$ cat src/rtl/ddr4_mrs_decoder.sv
// rtl/ddr4_mrs_decoder.sv - DDR4 DRAM-side MRS/ZQCL init command decoder and timing checker
//
// Snoops the controller's initialization stream, decodes MR0..MR6 into the
// operating parameters the memory model uses, checks command spacing and
// ordering, and raises init_done once a full MRS set plus ZQCL has completed.
//
// Ports:
//   clock_t    in   main clock, everything on the rising edge
//   reset      in   synchronous active-high reset
//   mrs_rdy    in   MRS command this cycle
//   des_rdy    in   DES (no-op) this cycle
//   zqcl_rdy   in   ZQCL command this cycle
//   mode_reg   in   [18] reserved, [17:15] MR index, [14:0] A14..A0
//   cl         out  CAS read latency  (9 + {MR0[6:4],MR0[2]})
//   cwl        out  CAS write latency (9 + MR2[5:3])
//   tccd_l     out  4 + MR6[12:10]
//   al         out  additive latency (0, cl-1, cl-2)
//   bl         out  MR0[1:0]
//   dll_en     out  MR1[0]
//   wr_pre     out  MR4[12]
//   rd_pre     out  MR4[11]
//   mr_valid   out  bit n set once MRn accepted since reset
//   init_done  out  initialization complete
//   tmrd_err, tmod_err, seq_err, proto_err  out  single-cycle error pulses

module ddr4_mrs_decoder #(
  parameter int T_MRD = 8,
  parameter int T_MOD = 24,
  parameter int T_ZQ  = 1024
) (
  input  logic        clock_t,
  input  logic        reset,
  input  logic        mrs_rdy,
  input  logic        des_rdy,
  input  logic        zqcl_rdy,
  input  logic [18:0] mode_reg,
  output logic [4:0]  cl,
  output logic [4:0]  cwl,
  output logic [3:0]  tccd_l,
  output logic [4:0]  al,
  output logic [1:0]  bl,
  output logic        dll_en,
  output logic        wr_pre,
  output logic        rd_pre,
  output logic [6:0]  mr_valid,
  output logic        init_done,
  output logic        tmrd_err,
  output logic        tmod_err,
  output logic        seq_err,
  output logic        proto_err
);

  localparam int          GAP_W    = 11;
  localparam logic [10:0] GAP_MAX  = 11'h7FF;
  localparam logic [10:0] GAP_MRD  = GAP_W'(T_MRD);
  localparam logic [10:0] GAP_MOD  = GAP_W'(T_MOD);
  localparam int          ZQ_W     = $clog2(T_ZQ);
  localparam logic [ZQ_W-1:0] ZQ_LAST = ZQ_W'(T_ZQ - 1);

  typedef enum logic [1:0] {
    ST_CONFIG  = 2'd0,
    ST_ZQ_WAIT = 2'd1,
    ST_READY   = 2'd2
  } state_t;

  state_t state, state_nxt;

  // Raw stored codes; the visible latencies are derived from these.
  logic [3:0] cl_code;
  logic [2:0] cwl_code;
  logic [2:0] tccd_code;
  logic [1:0] al_code;

  // Clocks since the last accepted MRS. Loaded with 1 on acceptance so that
  // at the edge sampling the next command it holds the exact edge-to-edge
  // spacing. Saturated means "no MRS since reset".
  logic [GAP_W-1:0] gap;
  logic [ZQ_W-1:0]  zq_cnt;

  logic       multi_cmd;
  logic       mrs_cmd;
  logic       zqcl_cmd;
  logic [2:0] mr_idx;
  logic       mr_bad;

  logic mrs_accept;
  logic zq_start;
  logic init_set;
  logic tmrd_nxt;
  logic tmod_nxt;
  logic seq_nxt;
  logic proto_nxt;

  // Address bits no mode register field here depends on.
  logic unused_bits;
  assign unused_bits = ^{mode_reg[14:13], mode_reg[9:7]};

  // Any two command strobes together is a protocol violation; the cycle is
  // then treated as carrying no command at all.
  assign multi_cmd = (mrs_rdy & des_rdy) | (mrs_rdy & zqcl_rdy) | (des_rdy & zqcl_rdy);
  assign mrs_cmd   = mrs_rdy  & ~multi_cmd;
  assign zqcl_cmd  = zqcl_rdy & ~multi_cmd;
  assign mr_idx    = mode_reg[17:15];
  assign mr_bad    = mode_reg[18] | (mr_idx == 3'd7);

  always_ff @(posedge clock_t) begin
    if (reset) begin
      state <= ST_CONFIG;
    end else begin
      state <= state_nxt;
    end
  end

  always_comb begin
    state_nxt  = state;
    mrs_accept = 1'b0;
    zq_start   = 1'b0;
    init_set   = 1'b0;
    tmrd_nxt   = 1'b0;
    tmod_nxt   = 1'b0;
    seq_nxt    = 1'b0;
    proto_nxt  = multi_cmd;

    case (state)
      ST_CONFIG: begin
        if (mrs_cmd) begin
          if (mr_bad) begin
            seq_nxt = 1'b1;
          end else begin
            mrs_accept = 1'b1;
          end
        end else if (zqcl_cmd) begin
          if (mr_valid != 7'h7F) begin
            seq_nxt = 1'b1;
          end else begin
            tmod_nxt  = (gap < GAP_MOD);
            zq_start  = 1'b1;
            state_nxt = ST_ZQ_WAIT;
          end
        end
      end

      ST_ZQ_WAIT: begin
        // Commands are rejected but calibration time keeps running.
        if (mrs_cmd || zqcl_cmd) begin
          seq_nxt = 1'b1;
        end
        if (zq_cnt == ZQ_LAST) begin
          init_set  = 1'b1;
          state_nxt = ST_READY;
        end
      end

      ST_READY: begin
        if (mrs_cmd) begin
          if (mr_bad) begin
            seq_nxt = 1'b1;
          end else begin
            mrs_accept = 1'b1;
          end
        end else if (zqcl_cmd) begin
          // Periodic calibration: only the spacing rule is enforced.
          tmod_nxt = (gap < GAP_MOD);
        end
      end

      default: begin
        state_nxt = ST_CONFIG;
      end
    endcase

    if (mrs_accept) begin
      tmrd_nxt = (gap < GAP_MRD);
      // Reserved AL encoding is stored (al then reads 0) but flagged.
      if ((mr_idx == 3'd1) && (mode_reg[4:3] == 2'b11)) begin
        seq_nxt = 1'b1;
      end
    end
  end

  always_ff @(posedge clock_t) begin
    if (reset) begin
      gap       <= GAP_MAX;
      zq_cnt    <= '0;
      cl_code   <= '0;
      cwl_code  <= '0;
      tccd_code <= '0;
      al_code   <= '0;
      bl        <= '0;
      dll_en    <= 1'b0;
      wr_pre    <= 1'b0;
      rd_pre    <= 1'b0;
      mr_valid  <= '0;
      init_done <= 1'b0;
      tmrd_err  <= 1'b0;
      tmod_err  <= 1'b0;
      seq_err   <= 1'b0;
      proto_err <= 1'b0;
    end else begin
      if (mrs_accept) begin
        gap              <= 11'd1;
        mr_valid[mr_idx] <= 1'b1;
        case (mr_idx)
          3'd0: begin
            cl_code <= {mode_reg[6:4], mode_reg[2]};
            bl      <= mode_reg[1:0];
          end
          3'd1: begin
            dll_en  <= mode_reg[0];
            al_code <= mode_reg[4:3];
          end
          3'd2: begin
            cwl_code <= mode_reg[5:3];
          end
          3'd4: begin
            wr_pre <= mode_reg[12];
            rd_pre <= mode_reg[11];
          end
          3'd6: begin
            tccd_code <= mode_reg[12:10];
          end
          default: begin
          end
        endcase
      end else if (gap != GAP_MAX) begin
        gap <= gap + 11'd1;
      end

      if (zq_start) begin
        zq_cnt <= '0;
      end else if (state == ST_ZQ_WAIT) begin
        zq_cnt <= zq_cnt + 1'b1;
      end

      if (init_set) begin
        init_done <= 1'b1;
      end

      tmrd_err  <= tmrd_nxt;
      tmod_err  <= tmod_nxt;
      seq_err   <= seq_nxt;
      proto_err <= proto_nxt;
    end
  end

  assign cl     = 5'd9 + {1'b0, cl_code};
  assign cwl    = 5'd9 + {2'b00, cwl_code};
  assign tccd_l = 4'd4 + {1'b0, tccd_code};

  always_comb begin
    al = 5'd0;
    case (al_code)
      2'b01:   al = cl - 5'd1;
      2'b10:   al = cl - 5'd2;
      default: al = 5'd0;
    endcase
  end

endmodule

$ cat config.mk
export PLATFORM = sky130hd
export DESIGN_NAME = ddr4_mrs_decoder
export DESIGN_NICKNAME = d
export VERILOG_FILES = /design/src/rtl/ddr4_mrs_decoder.sv
export SDC_FILE = /design/constraint.sdc
export NUM_CORES = 1
export LEC_CHECK = 0
export CELL_PAD_IN_SITES_DETAIL_PLACEMENT = 1
export CELL_PAD_IN_SITES_GLOBAL_PLACEMENT = 1
export CORE_MARGIN = 2
export CORE_UTILIZATION = 40
export CTS_BUF_LIST = sky130_fd_sc_hd__clkbuf_16
export CTS_CLUSTER_DIAMETER = 200
export DETAILED_ROUTE_END_ITERATION = 7
export PLACE_DENSITY_LB_ADDON = 0.1
export SYNTH_ARGS = -nofsm -noshare
export SYNTH_HDL_FRONTEND = slang
export SYNTH_SLANG_ARGS = --single-unit
$ cat constraint.sdc
create_clock -name clock_t -period 2.99 [get_ports clock_t]
set_clock_uncertainty 0.2 [all_clocks]
set_input_delay 0.4485 -clock clock_t [delete_from_list [all_inputs] [get_ports clock_t]]
set_output_delay 0.4485 -clock clock_t [all_outputs]
set_load 0.02 [all_outputs]
==> results, run 1 <==
- From bottom edge to top edge, the die measures 82.6 microns.
- Entering global routing, the biggest net connects 43 pins.
- The commonest cells after synthesis are sky130_fd_sc_hd__dfxtp_1 (52), sky130_fd_sc_hd__nor2_1 (40), sky130_fd_sc_hd__mux2i_1 (19).
- The initial antenna violation count came to 0.
- 60 I/O pins were placed.
- The data required time at the worst endpoint is 2340 ps.
- The share of the clock period used by the worst path is 91.8%.
- After detailed routing, the total wire length is 6060 microns.
- For this design the ratio of total power to cell area is 591 nW/um^2.
- The vias per cell is 5.27.
- For the worst setup path, the data arrival time is 2100 ps.
- The number of buffers and inverters on the critical path is 2.
- 0 antenna diodes ended up in the layout.
- The total setup buffers inserted after CTS is 0.
- The clock-pin transition on the worst setup and hold timing paths is 70 ps.
- After detailed routing, the number of remaining DRC violations is 0.
- The fraction of registers with async set or reset after synthesis is 0%.
- In the synthesized netlist the dominant register cell turns out to be sky130_fd_sc_hd__dfxtp_1.
- In this run the cell area of the synthesized design comes to 2470 sq um.
- The worst path meets setup with 245 ps of slack.
- The cell depth of the worst setup path is 8.
- Walking the worst path, the cells encountered are ha_1, xor2_1, inv_1, ha_1, nand3_1, a21oi_1, nor4_1, dlygate4sd2_1.
- The flow ran to the end, and the final reports show no timing, DRC or antenna violations.
- The die span in x is 82.6 microns.
- In the final routed layout, each cell accounts on average for 15.2 microns.
- The cell chosen for the clock root is sky130_fd_sc_hd__clkbuf_16.
- The total negative setup slack is 0 ps.
- During synthesis, Yosys emitted a total of 0 warnings.
- Among the stages of the critical path, the cell type that occurs most often is sky130_fd_sc_hd__ha_1.
- The number of global-route vias before repair is 2133.
- The global-route wire length before repair is 10100 microns.
- Synthesis produced 265 cells.
- The count of final max-slew check failures is 0.
- The initial utilization of the core area, before any placement, comes to 41.4%.
- The worst-path cell with the longest stage delay is sky130_fd_sc_hd__dfxtp_1.
- After synthesis, the cell types taking the most area are sky130_fd_sc_hd__dfxtp_1 (42%), sky130_fd_sc_hd__mux2i_1 (7.7%), sky130_fd_sc_hd__nor2_1 (6.1%), sky130_fd_sc_hd__xor2_1 (4.6%), sky130_fd_sc_hd__ha_1 (4.6%).
- The critical path startpoint category is a flop.
- The count of final setup violators is 0.
- The count of state elements after synthesis is 52.
- The number of violations reported at the end of detailed-routing iteration 0 is 54.
- The number of rows created at floorplan is 28.
- The register area share after synthesis is 42.2%.
- Counting distinct cell types in the post-synthesis netlist gives 48.
- The worst slack on hold paths is 250 ps.
- The post-route antenna net violation count is 0.
- The total nets after synthesis is 298.
- The synthesized design contains 0 enable-type register cells.
- The total area inside the core boundary comes to 5960 sq um.
- OpenSTA, run right after detailed placement, puts the worst setup slack at 241 ps.
- The clock net in this run drives a total of 52 sinks.
- The start-to-end type of the worst setup path is reg2out.
- The worst path needs 2740 ps of the cycle, external delays included.
- The total power after layout is 1930 uW.
- The H-tree was split into 2 levels.
- The dominant cell type by area after synthesis is sky130_fd_sc_hd__dfxtp_1.
- The largest stage delay on the critical path is 360 ps.
- The endpoint class of the critical path is a primary output.
- The final net count is 355.
- The area share of the largest cell type after synthesis is 42.2%.
- The maximum operating frequency is 0.364 GHz.
- The layout has 683 filler cells.
- Measured against its own limit, the worst slew margin works out to 63.7%.
- The mean post-synth cell area is 9.32 sq um.
- The hold violation count in the final report is 0.
- TritonCTS built the clock tree.
- The launch point of the worst reg-to-reg path is state[0]$_SDFFE_PP0P_.
- The area growth from synthesis to layout is 32.6%.
- The largest fanout on the critical path is 4.
- The capturing instance or port of the critical path is al[3].
- The global-route congestion overflow total is 0.
- Max-cap violations in this run came to 0.
- The number of cells on the worst reg-to-reg path is 4.
- The cell family contributing the most delay on the critical path is adder cells.
- At the pin with the least slew margin, the transition time is 543 ps.
- The total leakage power is 0.00136 uW.
- The first-pass iteration count of the detailed router is 4.
- Among all cell types in the netlist, the one instantiated most often is sky130_fd_sc_hd__dfxtp_1.
- Setup slack on the worst reg-to-reg path comes out at 1090 ps.
- The floorplan die area is 6820 sq um.
- For this block, the via count after detailed routing is 2098.
- For the worst-skew pair, the clock arrives at the later sink with an insertion delay of 290 ps.
- The layout cell share with drive strength beyond 1 is 5.88%.
- During placement, the flow inserted port buffers numbering 54.
- In this run the critical register-to-register path is captured at gap[3]$_SDFFE_PP1P_.
- The number of clock buffers added by TritonCTS is 5.
- The timing startpoint of the critical path is cl_code[1]$_SDFFE_PP0P_.
- The buffer levels on the longest clock path is 2.
- The all-layer global routing usage is 19.0%.
- Setup repair after global routing left no endpoint under its margin.
- Once detailed placement completed, the half-perimeter wirelength came to 4380 microns.
- Across the VDD grid, the largest voltage drop is 0.000332 V.
- For this design, the CTS-stage hold fixing added 0 buffers.
- The area used by sequential logic in the layout is 1040 sq um.
- The path class of the lowest-slack min-delay path is reg2reg.
- In the final layout, the multi-input gates occupy 1350 sq um.
- The final RePlAce weighted congestion is 0.749.
==> worst reg2reg max path, cell delays in order, from the launching register on <==
cell and delay (ps):
sky130_fd_sc_hd__dfxtp_1 400, sky130_fd_sc_hd__a311oi_4 440, sky130_fd_sc_hd__nand2_2 250, sky130_fd_sc_hd__o211a_1 170, sky130_fd_sc_hd__or3_1 330
==> worst min-delay path by stage <==
stage | from | endpoint | slack (ps) | depth (start not counted)
floorplan | zq_cnt[9]$_SDFFE_PP0P_ | zq_cnt[9]$_SDFFE_PP0P_ | 250 | 2
global placement | init_done$_SDFFE_PP0P_ | init_done$_SDFFE_PP0P_ | 230 | 2
detailed placement | init_done$_SDFFE_PP0P_ | init_done$_SDFFE_PP0P_ | 250 | 2
CTS | init_done$_SDFFE_PP0P_ | init_done$_SDFFE_PP0P_ | 260 | 2
global route | mr_valid[6]$_SDFFE_PP0P_ | mr_valid[6]$_SDFFE_PP0P_ | 300 | 2
finish | init_done$_SDFFE_PP0P_ | init_done$_SDFFE_PP0P_ | 250 | 2
==> placed cells by master (no fill, tap or decap), types with 7 or more instances in the layout <==
master / n
sky130_fd_sc_hd__ha_1: 9
sky130_fd_sc_hd__nand2_1: 11
sky130_fd_sc_hd__nor2_1: 40
sky130_fd_sc_hd__dfxtp_1: 52
sky130_fd_sc_hd__xor2_1: 13
sky130_fd_sc_hd__inv_1: 14
sky130_fd_sc_hd__nand3_1: 11
sky130_fd_sc_hd__mux2i_1: 19
sky130_fd_sc_hd__a21oi_1: 13
sky130_fd_sc_hd__clkdlybuf4s50_1: 52
sky130_fd_sc_hd__a21o_1: 7
==> stage by stage <==
step                cell area, sq um  util, %  cells
floorplan                       2470        -    265
global placement                3110     52.2    390
detailed placement              3110     52.2    390
CTS                             3270     54.9    398
global route                    3270     55.0    398
finish                          3270     55.0    398
==> sequential cells by signal (all words and copies together), names as in the netlist, 2 cells and up <==
name,count
gap,11
cl_code,4
zq_cnt,10
cwl_code,3
tccd_code,3
al_code,2
bl,2
state,2
mr_valid,7
==> cell families after synthesis <==
| group | synth area share, % |
|---|---|
| buffers and inverters | 3.19 |
| and+or+nand+nor | 23.5 |
| adders and majority gates | 4.56 |
| xor gates and xnor gates | 5.68 |
| DFF | 42.2 |
| AOI/OAI and AO/OA | 12.8 |
| muxes | 8.16 |
==> report_power, final <==
part           switching (uW)  total (uW)  internal, uW
clock                     246         637           390
sequential               77.3         829           752
combinational             255         467           213
==> routing by layer <==
layer / up-vias / track usage [%] / routed length, microns
met5: - / 0 / 0
met1: 1007 / 23.2 / 2690
met3: 6 / 4.57 / 250
li1: 1054 / - / -
met2: 31 / 33.5 / 3060
met4: 0 / 4.43 / 54
==> layout make-up <==
cell class                 instances  area share (%)
multi-input combinational        193            41.2
clock inverter                     3            1.19
inverter                          13            1.49
clock buffer                       5            3.82
sequential                        52            31.8
timing repair buffer              57            17.6
tap                               75            2.87
==> timing repair <==
item / 4_1_cts / 5_1_grt
gates cloned: 0 / 0
gates resized for setup: 1 / 1
endpoints found under the setup margin: 1 / 1
pin swaps: 0 / 0
(Power assumes the default switching activity.)
==> run 2, diff against run 1 <==
Settings changed: REMOVE_ABC_BUFFERS set to 1, TNS_END_PERCENT set to 10.
==> run 2 against run 1 <==
Sequential power is essentially flat. Worst hold slack lost 5.1 ps. Sequential share of layout area grew 0.23 points. Register-to-register slack is essentially flat. Flip-flop and latch count is the same. Routed wire length shrank 1.8%. Global-route usage shrank 0.18 points.
==> results, run 2 (same netlist as run 1, synthesis figures left out) <==
- The run finished with clean final reports.
- Setup repair after global routing left no endpoint under its margin.
- After detailed routing, the total wire length is 5950 microns.
- For the worst setup path, the data required time is 2340 ps.
- Buffers placed on the I/O ports in this run total 54.
- The number of global-route vias before repair was 2123.
- The count of final max-slew check failures came to 0.
- The total leakage power is 0.00134 uW.
- The area of the core is 5960 sq um.
- Across all hold checks on the routed design, the worst slack comes to 245 ps.
- The critical hold path startpoint is init_done$_SDFFE_PP0P_.
- Setup violations remaining at the end of the flow were counted as 0.
- The slack of the worst reg-to-reg path is 1090 ps.
- The first global-routing pass estimated 9780 microns of wire.
- The critical path in this run is classified as reg2out.
- The HPWL after detailed placement is 4360 microns.
- After filler insertion, the fill cell instance count of the layout stands at 673.
- The placed instances occupy a cell area of 3120 sq um.
- In this run the post-CTS setup repair buffer count came out at 0.
- The initial core utilization is 41.4%.
- The clock passes through at most 2 buffers.
- The layout cell share with drive strength beyond 1 is 5.57%.
- The hold violation count in the final report came to 0.
- CTS built an H-tree with a depth of 2.
- The cell area after layout is 3250 sq um.
- The final net count is 356.
- The final RePlAce weighted congestion is 0.733.
- The number of hold-repair buffers added at the cts stage is 0.
- The data arrival time of the worst path is 2160 ps.
- The startpoint identified for the worst register-to-register timing path is state[0]$_SDFFE_PP0P_.
- Relative to the synthesized area, the layout overhead comes to 31.6%.
- The endpoint identified for the worst register-to-register timing path is gap[3]$_SDFFE_PP1P_.
- The number of antenna diodes in the final layout is 0.
- Global routing used 18.8% of the available tracks across all layers.
- The number of flip-flops in the largest register is 11.
- The largest fanout on the critical path is 4.
- The worst hold path was traced through 2 stages.
- The count of cells in the finished layout, fillers not included, comes to 398.
- The cell chosen for the clock root is sky130_fd_sc_hd__clkbuf_16.
- The placed cell count is 391.
- After routing, the total negative slack on setup checks comes to 0 ps.
- Dividing total power by cell area gives a power density of 562 nW/um^2.
- Of the available clock period, the critical path in the final layout requires 93.8%.
- The pin count of the biggest net entering global routing is 43.
- The worst pin sits at a relative slew slack of 63.8%.
- The die covers 6820 sq um.
- The largest registers in the layout are gap (11), zq_cnt (10), mr_valid (7).
- The number of sinks driven by the clock tree is 52.
- After global routing the overflow that remains totals 0.
- The destination of the worst hold path is init_done$_SDFFE_PP0P_.
- At the later pin of the worst-skew pair, clock insertion delay measures 290 ps.
- The worst setup path is launched from a flop.
- The routed layout has 2108 vias.
- For this run, design rule violations remaining after detail routing come to 0.
- The initial antenna violation count is 0.
- The top-level port count is 60.
- Counting the buffers created by CTS gives 5.
- After floorplanning, the core was divided into 28 placement rows.
- After detailed routing, the average wire length per cell comes to 14.9 microns.
- Subtracting the final worst setup slack from the clock period gives 2810 ps.
- The register with the highest flop count is gap.
- The die span in x is 82.6 microns.
- The first detailed-routing pass ran for 4 iterations.
- Dividing the detail-routed via count by the number of cells gives 5.30.
- The clock-pin transition on the worst setup and hold timing paths is 60 ps.
- The die is 82.6 microns tall.
- Max-cap violations in this run came to 0.
- For the pin with the worst max-slew slack, the measured transition is 535 ps.
- IR analysis of the VDD net gives a maximum drop of 0.000529 V.
- The maximum operating frequency is 0.356 GHz.
- The path class of the lowest-slack min-delay path is reg2reg.
- STA classifies the critical path endpoint as a primary output.
- The CTS tree is yes.
- The detailed router finished its first iteration with 68 violations.
- Leaving out fill and tap cells, the most frequent cells in the layout are sky130_fd_sc_hd__dfxtp_1 (52), sky130_fd_sc_hd__clkdlybuf4s50_1 (52), sky130_fd_sc_hd__nor2_1 (40).
- The worst reg-to-reg path cell count is 4.
- The post-route antenna net violation count is 0.
## run 2: cell count changes in the layout (fill, tap and decap cells not counted)
cell                        before  now
sky130_fd_sc_hd__inv_1          14   13
sky130_fd_sc_hd__buf_4           2    3
sky130_fd_sc_hd__clkinv_2        1    0
sky130_fd_sc_hd__bufinv_16       1    0
sky130_fd_sc_hd__clkinv_1        0    2
## run 2: through the flow
stage / utilization (%) / worst slack, ps / power [uW]
after floorplan: - / 120 / 1170
after global placement: 52.3 / 239 / 1290
after detailed placement: 52.3 / 165 / 1300
after CTS: 54.5 / 15.9 / 1850
after global routing: 54.6 / 88.6 / 1930
final: 54.6 / 184 / 1830
## run 2: worst max path at each step
stage	slack, ps	startpoint	endpoint	cells past startpoint
after floorplan	120	cl_code[0]$_SDFFE_PP0P_	al[3]	7
after global placement	240	cl_code[1]$_SDFFE_PP0P_	al[3]	8
after detailed placement	160	cl_code[1]$_SDFFE_PP0P_	al[3]	8
after CTS	20	cl_code[1]$_SDFFE_PP0P_	al[2]	7
after global routing	90	cl_code[1]$_SDFFE_PP0P_	al[3]	8
final	180	cl_code[1]$_SDFFE_PP0P_	al[3]	8
## run 2: layer usage
layer,GRT usage (%),share of wire [%],vias to the layer above
met5,0,0,-
met4,7.54,2.0,0
met3,5.54,5.3,8
met2,31.6,48,38
met1,22.4,45,1005
li1,-,-,1057
## run 2: critical path, stage by stage, from the launching register on
cell and delay, ps:
sky130_fd_sc_hd__dfxtp_1 350, sky130_fd_sc_hd__ha_1 230, sky130_fd_sc_hd__xor2_1 190, sky130_fd_sc_hd__inv_1 90, sky130_fd_sc_hd__ha_1 200, sky130_fd_sc_hd__nand3_1 90
sky130_fd_sc_hd__a21oi_1 70, sky130_fd_sc_hd__nor4_1 280, sky130_fd_sc_hd__dlygate4sd2_1 370
## run 2: power by group
| part | internal [uW] | leakage, uW | switching (uW) |
|---|---|---|---|
| Clock | 300 | 0.0000648 | 238 |
| Combinational | 213 | 0.000855 | 244 |
| Sequential | 752 | 0.000422 | 79.1 |
## run 2: area by class of cell
type	count	area (sq um)	area share, %
Tap cell	75	93.8	2.89
Sequential cell	52	1040	32.0
Multi-Input combinational cell	193	1350	41.5
Clock inverter	2	7.51	0.231
Clock buffer	5	125	3.85
Timing Repair Buffer	58	584	18.0
Inverter	13	48.8	1.50
## run 2: what timing repair did
item | 4_1_cts | 5_1_grt
endpoints found under the hold margin | 0 | 0
resized for setup | 1 | 1
endpoints found under the setup margin | 1 | 1
==> run 3, diff against run 2 <==
Settings changed: PLACE_DENSITY set to 0.87, PLACE_DENSITY_LB_ADDON 0.1 to unset.
==> run 3 against run 2 <==
Highest routed layer unchanged. Non-clock buffer count rose by 2. Combinational power is 2% higher. Critical path depth is 2 lower. Clock power is 18% higher. Sequential share of layout area fell by 0.24 points. Final area grew 0.77%. First-iteration DRC count fell by 35%. Clock-buffer cell count is the same.
==> results, run 3 (same netlist as run 1, synthesis figures left out) <==
- The area growth from synthesis to layout is 32.6%.
- The CTS tree is yes.
- The largest voltage drop on the vdd net is 0.000337 V.
- During placement, the flow inserted port buffers numbering 54.
- The layout cell share with drive strength beyond 1 is 6.75%.
- The first detailed-routing pass ran for 4 iterations.
- The worst register-to-register path has a setup slack of 1070 ps.
- Summed over all cells, the static leakage comes to 0.00134 uW.
- The final net count is 358.
- The run finished with clean final reports.
- In the layout the commonest cells are sky130_fd_sc_hd__dfxtp_1 (52), sky130_fd_sc_hd__clkdlybuf4s50_1 (52), sky130_fd_sc_hd__nor2_1 (40).
- For the final routed database, the setup TNS stands at 0 ps.
- The critical path goes through inv_1, ha_1, nor4_1, a31oi_1, o211a_1, clkdlybuf4s50_1.
- In the final layout, the registers with the most flip-flops are gap (11), zq_cnt (10), mr_valid (7).
- The final wirelength is 6440 microns.
- The register with the highest flop count is gap.
- The die covers 6820 sq um.
- The number of hold-repair buffers added at the cts stage is 0.
- The overall via count from detail_route is 2188.
- The area used by sequential logic in the layout is 1040 sq um.
- The worst reg-to-reg path cell count is 4.
- The global-route wire length before repair is 10700 microns.
- The cell family with the largest share of critical-path delay is buffers and inverters.
- STA classifies the critical path startpoint as a flop.
- The path with the worst hold slack has its endpoint at init_done$_SDFFE_PP0P_.
- The buffer levels on the longest clock path is 2.
- The total area of multi-input combinational cells is 1350 sq um.
- The min-delay analysis places its worst path in the category reg2reg.
- The largest stage delay on the critical path is 530 ps.
- The TritonCTS buffer count is 5.
- The count of final max-slew check failures is 0.
- Headroom to the max-slew limit came out at 60.2%.
- The initialized floorplan defines 28 standard-cell rows.
- After clock tree synthesis, the clock-pin slew on the worst setup and hold paths is 70 ps.
- The clock network latency to the later pin of the worst-skew pair is 290 ps.
- The number of flip-flops in the largest register is 11.
- Routability-driven placement finished with a final weighted congestion of 0.812.
- For this configuration, the core starts out at a cell density of 41.4%.
- After clock tree synthesis, the setup repair step added 0 buffers.
- The H-tree was split into 2 levels.
- The number of sinks driven by the clock tree is 52.
- The critical hold path startpoint is init_done$_SDFFE_PP0P_.
- The start-to-end type of the worst setup path is reg2out.
- The total buffers and inverters traversed by the critical path is 2.
- The HPWL after detailed placement is 4640 microns.
- Across the run, the number of max-cap violations was 0.
- The worst hold path depth is 2.
- For the pin with the worst max-slew slack, the measured transition is 595 ps.
- Data on the critical path is required at its endpoint by 2340 ps.
- The number of global-route vias before repair was 2318.
- The cell area after layout is 3270 sq um.
- The hold violation count in the final report is 0.
- For this run, the top clock speed supported by timing is 0.357 GHz.
- 0 antenna diodes ended up in the layout.
- The largest individual stage delay along the critical path comes from the cell sky130_fd_sc_hd__clkdlybuf4s50_1.
- The post-route antenna net violation count is 0.
- The cell chosen for the clock root is sky130_fd_sc_hd__clkbuf_16.
- The most critical setup path has its startpoint at al_code[1]$_SDFFE_PP0P_.
- Global routing used 20.4% of the available tracks.
- The final critical-path required period is 2800 ps.
- STA classifies the critical path endpoint as a primary output.
- The launch point of the worst reg-to-reg path is state[0]$_SDFFE_PP0P_.
- Setup repair after global routing left no endpoint under its margin.
- The initial antenna violation count is 0.
- Fill cells in the final layout number 676.
- The die span in y is 82.6 microns.
- Counting buffers and inverters, the worst setup path is 6 cells deep.
- The DRC violations left is 0.
- Entering global routing, the biggest net connects 17 pins.
- The count of final setup violators is 0.
- Hold timing on the final database bottoms out at a slack of 249 ps.
- The detailed router finished its first iteration with 44 violations.
- The vias per cell is 5.46.
- For the worst setup path, the data arrival time is 2150 ps.
- The cell area after placement is 3120 sq um.
- The floorplan step defined a core boundary enclosing 5960 sq um.
- The die span in x is 82.6 microns.
- The endpoint identified for the worst register-to-register timing path is gap[3]$_SDFFE_PP1P_.
- Power spread over the standard cell area amounts to 591 nW/um^2.
- 60 I/O pins were placed.
- The largest fanout on the critical path is 7.
- The total power after layout is 1930 uW.
- Once layout is complete, the utilization of the core stands at 55.0%.
- The share of the clock period used by the worst path is 93.6%.
- The mean routed wirelength per cell is 16.1 microns.
- The global-route congestion overflow total is 0.
[run 3: changes by cell type in the layout (fill, tap and decap cells not counted), sizes merged]
cell	delta
dlymetal6s2s	-1
clkbuf	+1
bufinv	+1
buf	+2
[run 3: how the worst max path moves through the flow]
stage | endpoint | slack, ps
after floorplan | al[3] | 120
after global placement | al[3] | 270
after detailed placement | al[3] | 100
after CTS | al[3] | 110
after global routing | al[4] | 70
final | al[4] | 190
[run 3: cell type report]
type	count	share of cell area, %
Timing Repair Buffer	60	17.7
Clock inverter	3	1.15
Clock buffer	5	3.82
Sequential cell	52	31.8
Tap cell	75	2.87
Multi-Input combinational cell	193	41.2
Inverter	13	1.49
[run 3: power breakdown]
group / switching (uW) / internal [uW]
sequential: 80.5 / 752
clock: 245 / 389
combinational: 255 / 213
total: 581 / 1350
[run 3: metrics by stage]
stage / worst slack [ps] / cells
CTS: 107 / 401
detailed placement: 104 / 393
finish: 190 / 401
global route: 67.4 / 401
floorplan: 120 / 258
global placement: 271 / 393
[run 3: metal layers]
layer | part of all wire, % | track usage, % | up-vias
met5 | 0 | 0 | -
met4 | 0.82 | 5.08 | 0
met3 | 4.8 | 5.22 | 5
met2 | 50 | 36.0 | 51
met1 | 44 | 24.8 | 1074
li1 | - | - | 1058
[run 3: worst register-to-register path, delay by kind of cell, from the launching register on]
family | cells | cell delay [ps]
flip-flops | 1 | 400
AND/OR/NAND/NOR | 2 | 580
AO/OA/AOI/OAI | 2 | 620
[run 3: repair_timing]
item,4_1_cts,5_1_grt
gates resized for setup,2,3
pin swaps,0,0
setup endpoints to repair,2,1
